File: src/rtl/postage_sched_pkg.sv
// Shared defaults and types for the postage capture scheduler.
package postage_sched_pkg;

  localparam int DEF_N_REQ   = 8;
  localparam int DEF_N_SLOTS = 4;
  localparam int SRC_W       = $clog2(DEF_N_REQ);
  localparam int SLOT_W      = $clog2(DEF_N_SLOTS);

  typedef struct packed {
    logic [SRC_W-1:0]  src;
    logic [SLOT_W-1:0] slot;
  } grant_t;

endpackage

File: src/rtl/postage_rr_arbiter.sv
// Rotating-priority encoder: finds the first set request at or above ptr,
// wrapping modulo N. Purely combinational.
module postage_rr_arbiter #(
  parameter int N     = 8,
  parameter int IDX_W = $clog2(N)
) (
  input  logic [N-1:0]     req,
  input  logic [IDX_W-1:0] ptr,
  output logic             found,
  output logic [IDX_W-1:0] idx
);

  // Scan candidates in rotation order starting at ptr; first hit wins.
  always_comb begin
    logic [IDX_W:0] cand;
    found = 1'b0;
    idx   = '0;
    cand  = '0;
    for (int unsigned i = 0; i < N; i++) begin
      cand = {1'b0, ptr} + (IDX_W+1)'(i);
      if (cand >= (IDX_W+1)'(N)) begin
        cand = cand - (IDX_W+1)'(N);
      end
      if (!found && req[cand[IDX_W-1:0]]) begin
        found = 1'b1;
        idx   = cand[IDX_W-1:0];
      end
    end
  end

endmodule

File: src/rtl/postage_capture_scheduler.sv
// Latches per-channel trigger pulses and grants pending channels a free
// capture slot round-robin; each grant holds its slot for STAMP_LEN cycles.
module postage_capture_scheduler
  import postage_sched_pkg::*;
#(
  parameter int N_REQ     = DEF_N_REQ,
  parameter int N_SLOTS   = DEF_N_SLOTS,
  parameter int STAMP_LEN = 127,
  parameter int CNT_W     = 8,
  parameter int DROP_W    = 16
) (
  input  logic                       clock,
  input  logic                       reset,
  input  logic                       enable,
  input  logic [N_REQ-1:0]           req,
  input  logic                       clear_drops,
  output logic                       grant_valid,
  output logic [$clog2(N_REQ)-1:0]   grant_src,
  output logic [$clog2(N_SLOTS)-1:0] grant_slot,
  output logic [N_SLOTS-1:0]         slot_busy,
  output logic [N_REQ-1:0]           pending,
  output logic [DROP_W-1:0]          drop_count
);

  localparam int RW = $clog2(N_REQ);
  localparam int KW = $clog2(N_SLOTS);

  logic [N_REQ-1:0]  pending_q, pending_d;
  logic [RW-1:0]     rr_ptr_q, rr_ptr_d;
  logic [CNT_W-1:0]  cnt_q [N_SLOTS];
  logic [CNT_W-1:0]  cnt_d [N_SLOTS];
  logic              grant_valid_q, grant_valid_d;
  logic [RW-1:0]     grant_src_q, grant_src_d;
  logic [KW-1:0]     grant_slot_q, grant_slot_d;
  logic [DROP_W-1:0] drop_q, drop_d;

  logic              arb_found;
  logic [RW-1:0]     arb_idx;
  logic              slot_found;
  logic [KW-1:0]     slot_idx;
  logic              do_grant;
  logic [N_REQ-1:0]  granted_bit;

  postage_rr_arbiter #(
    .N     (N_REQ),
    .IDX_W (RW)
  ) u_arb (
    .req   (pending_q),
    .ptr   (rr_ptr_q),
    .found (arb_found),
    .idx   (arb_idx)
  );

  // Lowest-index free slot.
  always_comb begin
    slot_found = 1'b0;
    slot_idx   = '0;
    for (int unsigned k = 0; k < N_SLOTS; k++) begin
      if (!slot_found && cnt_q[k] == '0) begin
        slot_found = 1'b1;
        slot_idx   = KW'(k);
      end
    end
  end

  // Grant decision, grant register and round-robin pointer update.
  always_comb begin
    do_grant      = enable && arb_found && slot_found;
    granted_bit   = '0;
    grant_valid_d = do_grant;
    grant_src_d   = grant_src_q;
    grant_slot_d  = grant_slot_q;
    rr_ptr_d      = rr_ptr_q;
    if (do_grant) begin
      granted_bit[arb_idx] = 1'b1;
      grant_src_d          = arb_idx;
      grant_slot_d         = slot_idx;
      rr_ptr_d             = (int'(arb_idx) == N_REQ - 1) ? '0 : arb_idx + RW'(1);
    end
  end

  // Pending latch and saturating drop count; a re-trigger on an
  // already-pending, not-granted channel is a lost trigger.
  always_comb begin
    pending_d = (pending_q & ~granted_bit) | req;
    drop_d    = drop_q;
    for (int unsigned i = 0; i < N_REQ; i++) begin
      if (req[i] && pending_q[i] && !granted_bit[i] && drop_d != '1) begin
        drop_d = drop_d + DROP_W'(1);
      end
    end
    if (clear_drops) begin
      drop_d = '0;
    end
  end

  // Slot busy counters: load on grant, otherwise count down to zero.
  always_comb begin
    for (int unsigned k = 0; k < N_SLOTS; k++) begin
      cnt_d[k] = (cnt_q[k] != '0) ? cnt_q[k] - CNT_W'(1) : '0;
      if (do_grant && slot_idx == KW'(k)) begin
        cnt_d[k] = CNT_W'(STAMP_LEN);
      end
    end
  end

  // State registers.
  always_ff @(posedge clock or posedge reset) begin
    if (reset) begin
      pending_q     <= '0;
      rr_ptr_q      <= '0;
      grant_valid_q <= 1'b0;
      grant_src_q   <= '0;
      grant_slot_q  <= '0;
      drop_q        <= '0;
      for (int unsigned k = 0; k < N_SLOTS; k++) begin
        cnt_q[k] <= '0;
      end
    end else begin
      pending_q     <= pending_d;
      rr_ptr_q      <= rr_ptr_d;
      grant_valid_q <= grant_valid_d;
      grant_src_q   <= grant_src_d;
      grant_slot_q  <= grant_slot_d;
      drop_q        <= drop_d;
      for (int unsigned k = 0; k < N_SLOTS; k++) begin
        cnt_q[k] <= cnt_d[k];
      end
    end
  end

  // Slot busy flags straight from the counters.
  always_comb begin
    for (int unsigned k = 0; k < N_SLOTS; k++) begin
      slot_busy[k] = (cnt_q[k] != '0);
    end
  end

  assign grant_valid = grant_valid_q;
  assign grant_src   = grant_src_q;
  assign grant_slot  = grant_slot_q;
  assign pending     = pending_q;
  assign drop_count  = drop_q;

endmodule

File: config.mk
export PLATFORM = sky130hd
export DESIGN_NAME = postage_capture_scheduler
export DESIGN_NICKNAME = d
export VERILOG_FILES = /design/src/rtl/postage_sched_pkg.sv /design/src/rtl/postage_rr_arbiter.sv /design/src/rtl/postage_capture_scheduler.sv
export SDC_FILE = /design/constraint.sdc
export NUM_CORES = 1
export LEC_CHECK = 0
export ABC_AREA = 1
export CAP_MARGIN = 20
export CORE_ASPECT_RATIO = 1.1
export CORE_MARGIN = 1.5
export CORE_UTILIZATION = 40
export CTS_BUF_LIST = sky130_fd_sc_hd__clkbuf_4 sky130_fd_sc_hd__clkbuf_8
export DETAILED_ROUTE_END_ITERATION = 8
export PLACE_DENSITY = 0.67
export SYNTH_ARGS = -nofsm -noshare
export SYNTH_HDL_FRONTEND = slang
export SYNTH_HIERARCHICAL = 1
export SYNTH_SLANG_ARGS = --single-unit
File: constraint.sdc
create_clock -name clock -period 12.48 [get_ports clock]
set_clock_uncertainty 0.05 [all_clocks]
set_input_delay 1.872 -clock clock [delete_from_list [all_inputs] [get_ports clock]]
set_output_delay 1.872 -clock clock [all_outputs]
set_load 0.1 [all_outputs]
==> insert_results.sql, run 1 <==
INSERT INTO impl_metrics (metric_group, metric, value, unit) VALUES
('global_routing', 'grt_start_max_net_pins', '48', ''),
('detailed_routing', 'drt_pre_antenna_iters', '7', ''),
('layout', 'area.growth.synth_to_final', '9.257', '%'),
('layout', 'final_cell_area', '11180', 'sq um'),
('critical_path', 'timing.critical_path.slowest_cell_delay', '0.50', 'ns'),
('layout', 'final_net_count', '1888', ''),
('cts', 'clock_tree.htree_level_count', '3', ''),
('power_and_ir_drop', 'share_clk_of_total_power', '18.7', '%'),
('layout', 'layout-drive-gt1-share', '14.40', '%'),
('critical_path', 'critical_path.max_fanout', '25', ''),
('power_and_ir_drop', 'comb_power_share', '57.6', '%'),
('floorplan', 'die-area', '26550', 'sq um'),
('logic_synthesis', 'avgSynthCellArea', '5.637', 'sq um'),
('detailed_routing', 'post_drt_wl_per_cell', '13.34', 'um'),
('run_status', 'outcome', 'finished, final reports clean', ''),
('logic_synthesis', 'async_reset_ff_share', '100.0', '%'),
('run', 'number_of_maximum_capacitance_violations', '0', ''),
('power_and_ir_drop', 'switching_power', '0.0005193', 'W'),
('cts', 'cts.path.max_buffers', '2', ''),
('cts', 'cts-root-buf', 'clkbuf_8', ''),
('critical_path', 'kind_of_launch_point_of_the_worst_setup_path', 'register', ''),
('power_and_ir_drop', 'worst_ir_drop_vdd', '0.04835', 'mV'),
('cts', 'worst_skew_pair.late_latency', '0.35', 'ns'),
('placement', 'placed_cell_area', '10860', 'sq um'),
('logic_synthesis', 'post_synth_fa_ha_maj_area_fraction', '2.446', '%'),
('global_routing', 'groute.usage.overall', '21.64', '%'),
('logic_synthesis', 'yosysMostFrequentCell', 'nand2_1', ''),
('detailed_routing', 'via_per_inst', '5.210', ''),
('placement', 'dp.cells', '2150', ''),
('power_and_ir_drop', 'intPower', '0.0004701', 'W'),
('detailed_routing', 'finalWirelength', '29040', 'um'),
('cts', 'tritoncts_clock_tree', 'done', ''),
('logic_synthesis', 'synth_top_area_share', '25.28', '%'),
('critical_path', 'setup.worst_path.class', 'reg -> reg', ''),
('floorplan', 'core_area', '25190', 'sq um'),
('min_path', 'worst_hold_startpoint', 'cnt_q[16]', ''),
('floorplan', 'initial_utilization', '40.62', '%'),
('logic_synthesis', 'ys_warn_count', '6', ''),
('power_and_ir_drop', 'design_power', '0.0009894', 'W'),
('power_and_ir_drop', 'power.switching_fraction', '52.49', '%'),
('min_path', 'hold_depth', '1', ''),
('min_path', 'min-delay-path-class', 'reg -> reg', ''),
('layout', 'inserted_diodes', '0', ''),
('sta', 'totalNegativeSetupSlack', '0', 'ns'),
('critical_path', 'timing.reg2reg.setup_slack', '1.03', 'ns'),
('logic_synthesis', 'synth.top_cells.by_area', 'nand2_1 25%, dfrtp_1 16%, nand3_1 8.9%', ''),
('placement', 'routabilityCongestion', '0.9481', ''),
('critical_path', 'critical_path.startpoint', 'rr_ptr_q[1]', ''),
('critical_path', 'setup.worst_path.end_class', 'register', ''),
('logic_synthesis', 'synth_top_family_by_area', 'simple AND/OR/NAND/NOR gates', ''),
('logic_synthesis', 'synth-xor-area-share', '2.984', '%'),
('floorplan', 'placement_row_count', '61', ''),
('logic_synthesis', 'seq_area_frac_synth', '15.90', '%'),
('critical_path', 'worst_path_most_repeated_cell', 'nand2_1', ''),
('cts', 'cts-buffers-inserted', '9', ''),
('logic_synthesis', 'synth_top_cell_by_area', 'nand2_1', ''),
('logic_synthesis', 'post_synthesis_compound_gate_area_fraction', '5.063', '%'),
('critical_path', 'crit_arrival', '11.64', 'ns'),
('critical_path', 'r2r-start', 'rr_ptr_q[1]', ''),
('placement', 'place_hpwl', '23570', 'um'),
('layout', 'non_filler_cells_final', '2176', ''),
('critical_path', 'required_time_at_the_worst_slack_endpoint', '12.67', 'ns'),
('power_and_ir_drop', 'static-leakage-power', '5.686', 'nW'),
('power_and_ir_drop', 'pwr-share-seq', '23.8', '%'),
('floorplan', 'floorplan.die.height', '170.7', 'um'),
('logic_synthesis', 'synth_simple_gate_area_share', '63.95', '%'),
('detailed_routing', 'antenna_violating_nets_post_route', '0', ''),
('critical_path', 'timing.critical_path.slowest_stage_cell', 'dfrtp_2', ''),
('cts', 'cts.sink_count', '65', ''),
('logic_synthesis', 'prevailing_post_synth_register_cell', 'dfrtp_1', ''),
('cts', 'clk_pin_slew_worst_paths', '0.08', 'ns');
-- flip-flops by register name, indices dropped and copies added (netlist names) --
register / cells
pending: 8
rr_ptr_q: 3
grant_slot: 2
cnt_q: 32
drop_count: 16
grant_valid: 1
grant_src: 3
-- layout by cell type (no fill, tap or decap), drive strengths merged, types with 2 or more instances in the layout --
cell type / instances
clkbuf: 9
o21bai: 2
a31oi: 5
nor3: 18
a21oi: 25
clkdlybuf4s50: 45
o21ai: 41
nand3: 213
nor2: 286
dfrtp: 65
xnor2: 7
inv: 201
buf: 12
o41ai: 3
xor2: 27
or2: 9
clkinvlp: 2
nand3b: 12
nand2: 784
nand4: 57
o31ai: 5
clkinv: 4
nor4: 2
ha: 20
-- worst max path at each step --
stage / slack, ns / endpoint / depth (start not counted)
2_1_floorplan: 2.44 / drop_count[9] / 78
3_3_place_gp: 0.65 / drop_count[14] / 77
3_5_place_dp: 0.35 / drop_count[14] / 77
4_1_cts: 0.30 / drop_count[14] / 77
5_1_grt: -0.06 / drop_count[0] / 77
6_report: 1.03 / drop_count[14] / 77
-- cells by family (layout without fill, tap and decap cells) --
logic type | after synthesis | in the layout
XOR/XNOR | 34 | 34
AO/OA/AOI/OAI | 86 | 86
adder cells (fa/ha/maj) | 20 | 20
AND/OR/NAND/NOR | 1381 | 1382
flip-flops | 65 | 65
buffers and inverters | 229 | 274
-- layout make-up --
| class | instances | area (sq um) |
|---|---|---|
| clock buffers | 9 | 123.9 |
| clock inverters | 7 | 78.83 |
| fillers | 2727 | 14010 |
| inverters | 201 | 757.0 |
| multi-input cells | 1522 | 7655 |
| flip-flops and latches | 65 | 1629 |
| well taps | 315 | 394.1 |
| repair buffers | 57 | 540.5 |
-- timing repair --
item | CTS | global route
endpoints found under the setup margin | 0 | 16
gates resized for setup | 0 | 10
buffers inserted | 0 | 9
hold endpoints to repair | 0 | 0
-- per-stage QoR --
step,util [%],setup slack [ns]
final,44.38,1.033
after global routing,44.38,-0.06235
after global placement,43.13,0.6495
after detailed placement,43.13,0.3517
after CTS,43.94,0.2955
after floorplan,-,2.444
-- routing by layer --
| metal | part of all wire (%) | vias to the layer above | GRT usage (%) |
|---|---|---|---|
| met5 | 0 | - | 0 |
| met2 | 46 | 319 | 36.78 |
| met1 | 45 | 5132 | 28.33 |
| met4 | 3.4 | 0 | 7.992 |
| met3 | 4.8 | 49 | 2.178 |
| li1 | - | 5837 | - |
-- critical path, delay by kind of cell, from the launching register on --
kind	cells	cell delay (ns)
flops	1	0.50
buf+inv	6	0.54
simple gates	63	8.40
fa+ha+maj	8	1.80
-- power by group through the flow --
stage               clock [W]  combinational [W]  sequential (W)
finish               0.000185           0.000569        0.000235
floorplan                   0           0.000390        0.000292
detailed placement          0           0.000563        0.000239
global placement            0           0.000561        0.000239
CTS                  0.000190           0.000565        0.000235
global route         0.000198           0.000634        0.000236
Power figures use the tool's default switching activity.
==> inputs of run 2 (changes only) <==
CORE_UTILIZATION = 30   (was 40)
PLACE_DENSITY = 0.55   (was 0.67)
SYNTH_HIERARCHICAL = default   (was 1)
==> insert_results.sql, run 2 <==
INSERT INTO impl_metrics (metric_group, metric, value, unit) VALUES
('critical_path', 'timing.critical_path.slowest_stage_cell', 'clkdlybuf4s50_1', ''),
('power_and_ir_drop', 'intPower', '0.0005457', 'W'),
('logic_synthesis', 'synth-xor-area-share', '3.381', '%'),
('power_and_ir_drop', 'power.switching_fraction', '54.47', '%'),
('placement', 'placement.setup.worst_slack', '0.2182', 'ns'),
('logic_synthesis', 'synth.distinct_cells', '48', ''),
('layout', 'layout-drive-gt1-share', '17.50', '%'),
('power_and_ir_drop', 'static-leakage-power', '5.852', 'nW'),
('detailed_routing', 'drt_pre_antenna_iters', '6', ''),
('global_routing', 'grt_first_pass_wirelength', '51520', 'um'),
('logic_synthesis', 'netlist_area_before_placement', '10590', 'sq um'),
('detailed_routing', 'post_drt_wl_per_cell', '13.58', 'um'),
('cts', 'clk_pin_slew_worst_paths', '0.09', 'ns'),
('layout', 'inserted_diodes', '0', ''),
('layout', 'area.growth.synth_to_final', '9.917', '%'),
('critical_path', 'required_time_at_the_worst_slack_endpoint', '12.65', 'ns'),
('min_path', 'worst_hold_startpoint', 'cnt_q[16]', ''),
('placement', 'dp.cells', '2268', ''),
('layout', 'largest_reg_flops', '32', ''),
('detailed_routing', 'drc', '0', ''),
('logic_synthesis', 'avgSynthCellArea', '5.861', 'sq um'),
('cts', 'tritoncts_clock_tree', 'done', ''),
('cts', 'cts-buffers-inserted', '9', ''),
('run_status', 'outcome', 'finished, final reports clean', ''),
('critical_path', 'r2r-start', 'rr_ptr_q[1]', ''),
('logic_synthesis', 'prevailing_post_synth_register_cell', 'dfrtp_1', ''),
('global_routing', 'grtUsageMet2', '30.37', '%'),
('critical_path', 'crit-reg2reg-capture', 'drop_count[5]', ''),
('power_and_ir_drop', 'comb_power_share', '63.0', '%'),
('global_routing', 'grt_start_max_net_pins', '35', ''),
('power_and_ir_drop', 'switching_power', '0.0006529', 'W'),
('cts', 'clock_tree.htree_level_count', '3', ''),
('placement', 'place_hpwl', '25470', 'um'),
('cts', 'cts.sink_count', '65', ''),
('power_and_ir_drop', 'pwr-share-seq', '19.6', '%'),
('sta', 'fin_worst_hold_slack', '0.4247', 'ns'),
('logic_synthesis', 'synth_top_cell_by_area', 'nand2_1', ''),
('min_path', 'hold_depth', '1', ''),
('logic_synthesis', 'synth_top_family_by_area', 'simple AND/OR/NAND/NOR gates', ''),
('run', 'number_of_maximum_capacitance_violations', '0', ''),
('logic_synthesis', 'post_synth_inst_count', '1806', ''),
('floorplan', 'ios', '46', ''),
('logic_synthesis', 'post_synthesis_compound_gate_area_fraction', '3.546', '%'),
('logic_synthesis', 'synth_simple_gate_area_share', '65.30', '%'),
('critical_path', 'timing.reg2reg.setup_slack', '1.07', 'ns'),
('layout', 'final_cell_area', '11630', 'sq um'),
('global_routing', 'overflow_left_after_global_routing', '0', ''),
('global_routing', 'groute.usage.overall', '17.14', '%'),
('sta', 'grt_setup_unrepaired', 'no', ''),
('logic_synthesis', 'seq_area_frac_synth', '15.37', '%'),
('logic_synthesis', 'yosys-mux-area-fraction', '0', '%'),
('cts', 'worst_skew_pair.late_latency', '0.35', 'ns'),
('logic_synthesis', 'postSynthRegisterBits', '65', ''),
('floorplan', 'die-area', '36420', 'sq um'),
('logic_synthesis', 'post_synth_edffs', '0', ''),
('power_and_ir_drop', 'share_clk_of_total_power', '17.3', '%'),
('critical_path', 'critical_path.max_fanout', '25', ''),
('sta', 'tightestPinTransition', '1.050', 'ns'),
('sta', 'maxClockFrequency', '86.77', 'MHz'),
('detailed_routing', 'finalWirelength', '31160', 'um'),
('power_and_ir_drop', 'worst_ir_drop_vdd', '0.05411', 'mV'),
('floorplan', 'placement_row_count', '71', ''),
('sta', 'maxSlewHeadroom', '29.80', '%'),
('layout', 'commonest_non_fill_non_tap_cell_in_the_layout', 'nand2_1', ''),
('detailed_routing', 'antenna_violating_nets_post_route', '0', ''),
('critical_path', 'crit_arrival', '11.69', 'ns'),
('layout', 'final_net_count', '1880', ''),
('sta', 'report.final.hold_viol_count', '0', ''),
('layout', 'largest-register', 'cnt_q', ''),
('critical_path', 'kind_of_launch_point_of_the_worst_setup_path', 'input pin', ''),
('sta', 'drv_slew', '0', ''),
('global_routing', 'grt_antenna_before_repair', '0', ''),
('placement', 'numPortBuffers', '45', ''),
('global_routing', 'grtUsageMet1', '22.60', '%'),
('detailed_routing', 'via_per_inst', '4.868', ''),
('logic_synthesis', 'synth.top_cells.by_area', 'nand2_1 22%, dfrtp_1 15%, nand3_1 9.6%', ''),
('placement', 'routabilityCongestion', '0.9070', ''),
('sta', 'period_minus_slack', '11.52', 'ns'),
('sta', 'timing.final.crit_share', '92.34', '%'),
('global_routing', 'grt_most_used_layer', 'met2', ''),
('global_routing', 'first_global_vias', '10310', ''),
('logic_synthesis', 'synth_top_area_share', '22.34', '%'),
('power_and_ir_drop', 'p_per_area', '103.0', 'nW/um^2'),
('cts', 'cts-root-buf', 'clkbuf_8', ''),
('logic_synthesis', 'synth_common_cells', '630 x nand2_1, 202 x nand3_1, 201 x nor2_1, 180 x inv_1, 122 x nand2_2', ''),
('critical_path', 'timing.critical_path.slowest_cell_delay', '0.50', 'ns'),
('placement', 'placed_cell_area', '11300', 'sq um'),
('detailed_routing', 'vias', '11170', ''),
('cts', 'cts-hold-fix-buffers', '0', ''),
('layout', 'layout.cells.most_common_list', '630 x nand2_1, 202 x nand3_1, 201 x nor2_1', ''),
('sta', 'setup-violations-final', '0', ''),
('critical_path', 'setup.worst_path.end_class', 'register', ''),
('sta', 'totalNegativeSetupSlack', '0', 'ns'),
('critical_path', 'r2r_cells', '77', ''),
('logic_synthesis', 'async_reset_ff_share', '100.0', '%'),
('detailed_routing', 'detailedRoute.firstIterationViolations', '610', ''),
('floorplan', 'core_area', '34470', 'sq um'),
('logic_synthesis', 'yosysMostFrequentCell', 'nand2_1', ''),
('floorplan', 'initial_utilization', '30.71', '%'),
('sta', 'setup_ws', '0.9555', 'ns'),
('layout', 'non_filler_cells_final', '2295', ''),
('floorplan', 'floorplan.die.height', '200.0', 'um'),
('logic_synthesis', 'ys_warn_count', '0', ''),
('critical_path', 'setup.worst_path.class', 'in -> reg', ''),
('logic_synthesis', 'mappedNetlistNets', '1834', ''),
('floorplan', 'fp.dieW', '182.1', 'um'),
('min_path', 'min_to', 'cnt_q[16]', ''),
('logic_synthesis', 'post_synth_fa_ha_maj_area_fraction', '1.891', '%'),
('global_routing', 'groute.layer.met3.usage', '1.288', '%'),
('cts', 'cts.path.max_buffers', '2', ''),
('critical_path', 'worst_path_most_repeated_cell', 'nand2_4', ''),
('min_path', 'min-delay-path-class', 'reg -> reg', '');
run 2: cell families after synthesis:
logic type                 Yosys count
AOI/OAI and AO/OA                   67
xor gates and xnor gates            40
adders and majority gates           16
buffers and inverters              226
DFF                                 65
and+or+nand+nor                   1392
run 2: area by class of cell:
type                       instances  area (sq um)
fill                            3805         22830
inverter                         195         754.5
tap                              438         548.0
sequential                        65          1629
clock buffer                       9         123.9
clock inverter                     7         98.84
timing repair buffer              65         600.6
multi-input combinational       1516          7880
run 2: how the worst max path moves through the flow:
stage               depth (start not counted)              to   startpoint
CTS                                        77   drop_count[2]  rr_ptr_q[1]
global route                               76   drop_count[6]  rr_ptr_q[1]
finish                                     68   drop_count[5]       enable
global placement                           68   drop_count[7]       enable
floorplan                                  82  drop_count[11]    cnt_q[16]
detailed placement                         68   drop_count[7]       enable
run 2: power groups by stage:
| stage | Clock (W) | Sequential (W) | Combinational [W] |
|---|---|---|---|
| CTS | 0.000212 | 0.000235 | 0.000750 |
| global route | 0.000223 | 0.000237 | 0.000840 |
| finish | 0.000208 | 0.000235 | 0.000755 |
| detailed placement | 0 | 0.000239 | 0.000746 |
| global placement | 0 | 0.000240 | 0.000745 |
| floorplan | 0 | 0.000300 | 0.000525 |
run 2: routing by layer:
layer / part of all wire (%) / wire length [um]
met3: 3.3 / 1028
met4: 1.8 / 560
met5: 0 / 0
met2: 48 / 14820
met1: 47 / 14750
run 2: repair_timing:
item                                    4_1_cts  5_1_grt
gates resized for setup                       0        6
endpoints found under the setup margin        0       16
setup buffers                                 0       10
hold endpoints to repair                      0        0
run 2: per-stage QoR:
step                      total power (W)  utilization [%]
final                            0.001199            33.76
after global routing             0.001300            33.76
after CTS                        0.001198            33.43
after detailed placement        0.0009857            32.78
after global placement          0.0009845            32.78
after floorplan                 0.0008249                -
run 2: critical path: cells and delay by family:
kind | cells | cell delay, ns
simple gates | 53 | 6.77
fa+ha+maj | 7 | 1.69
buf+inv | 7 | 1.04
xor+xnor | 1 | 0.26
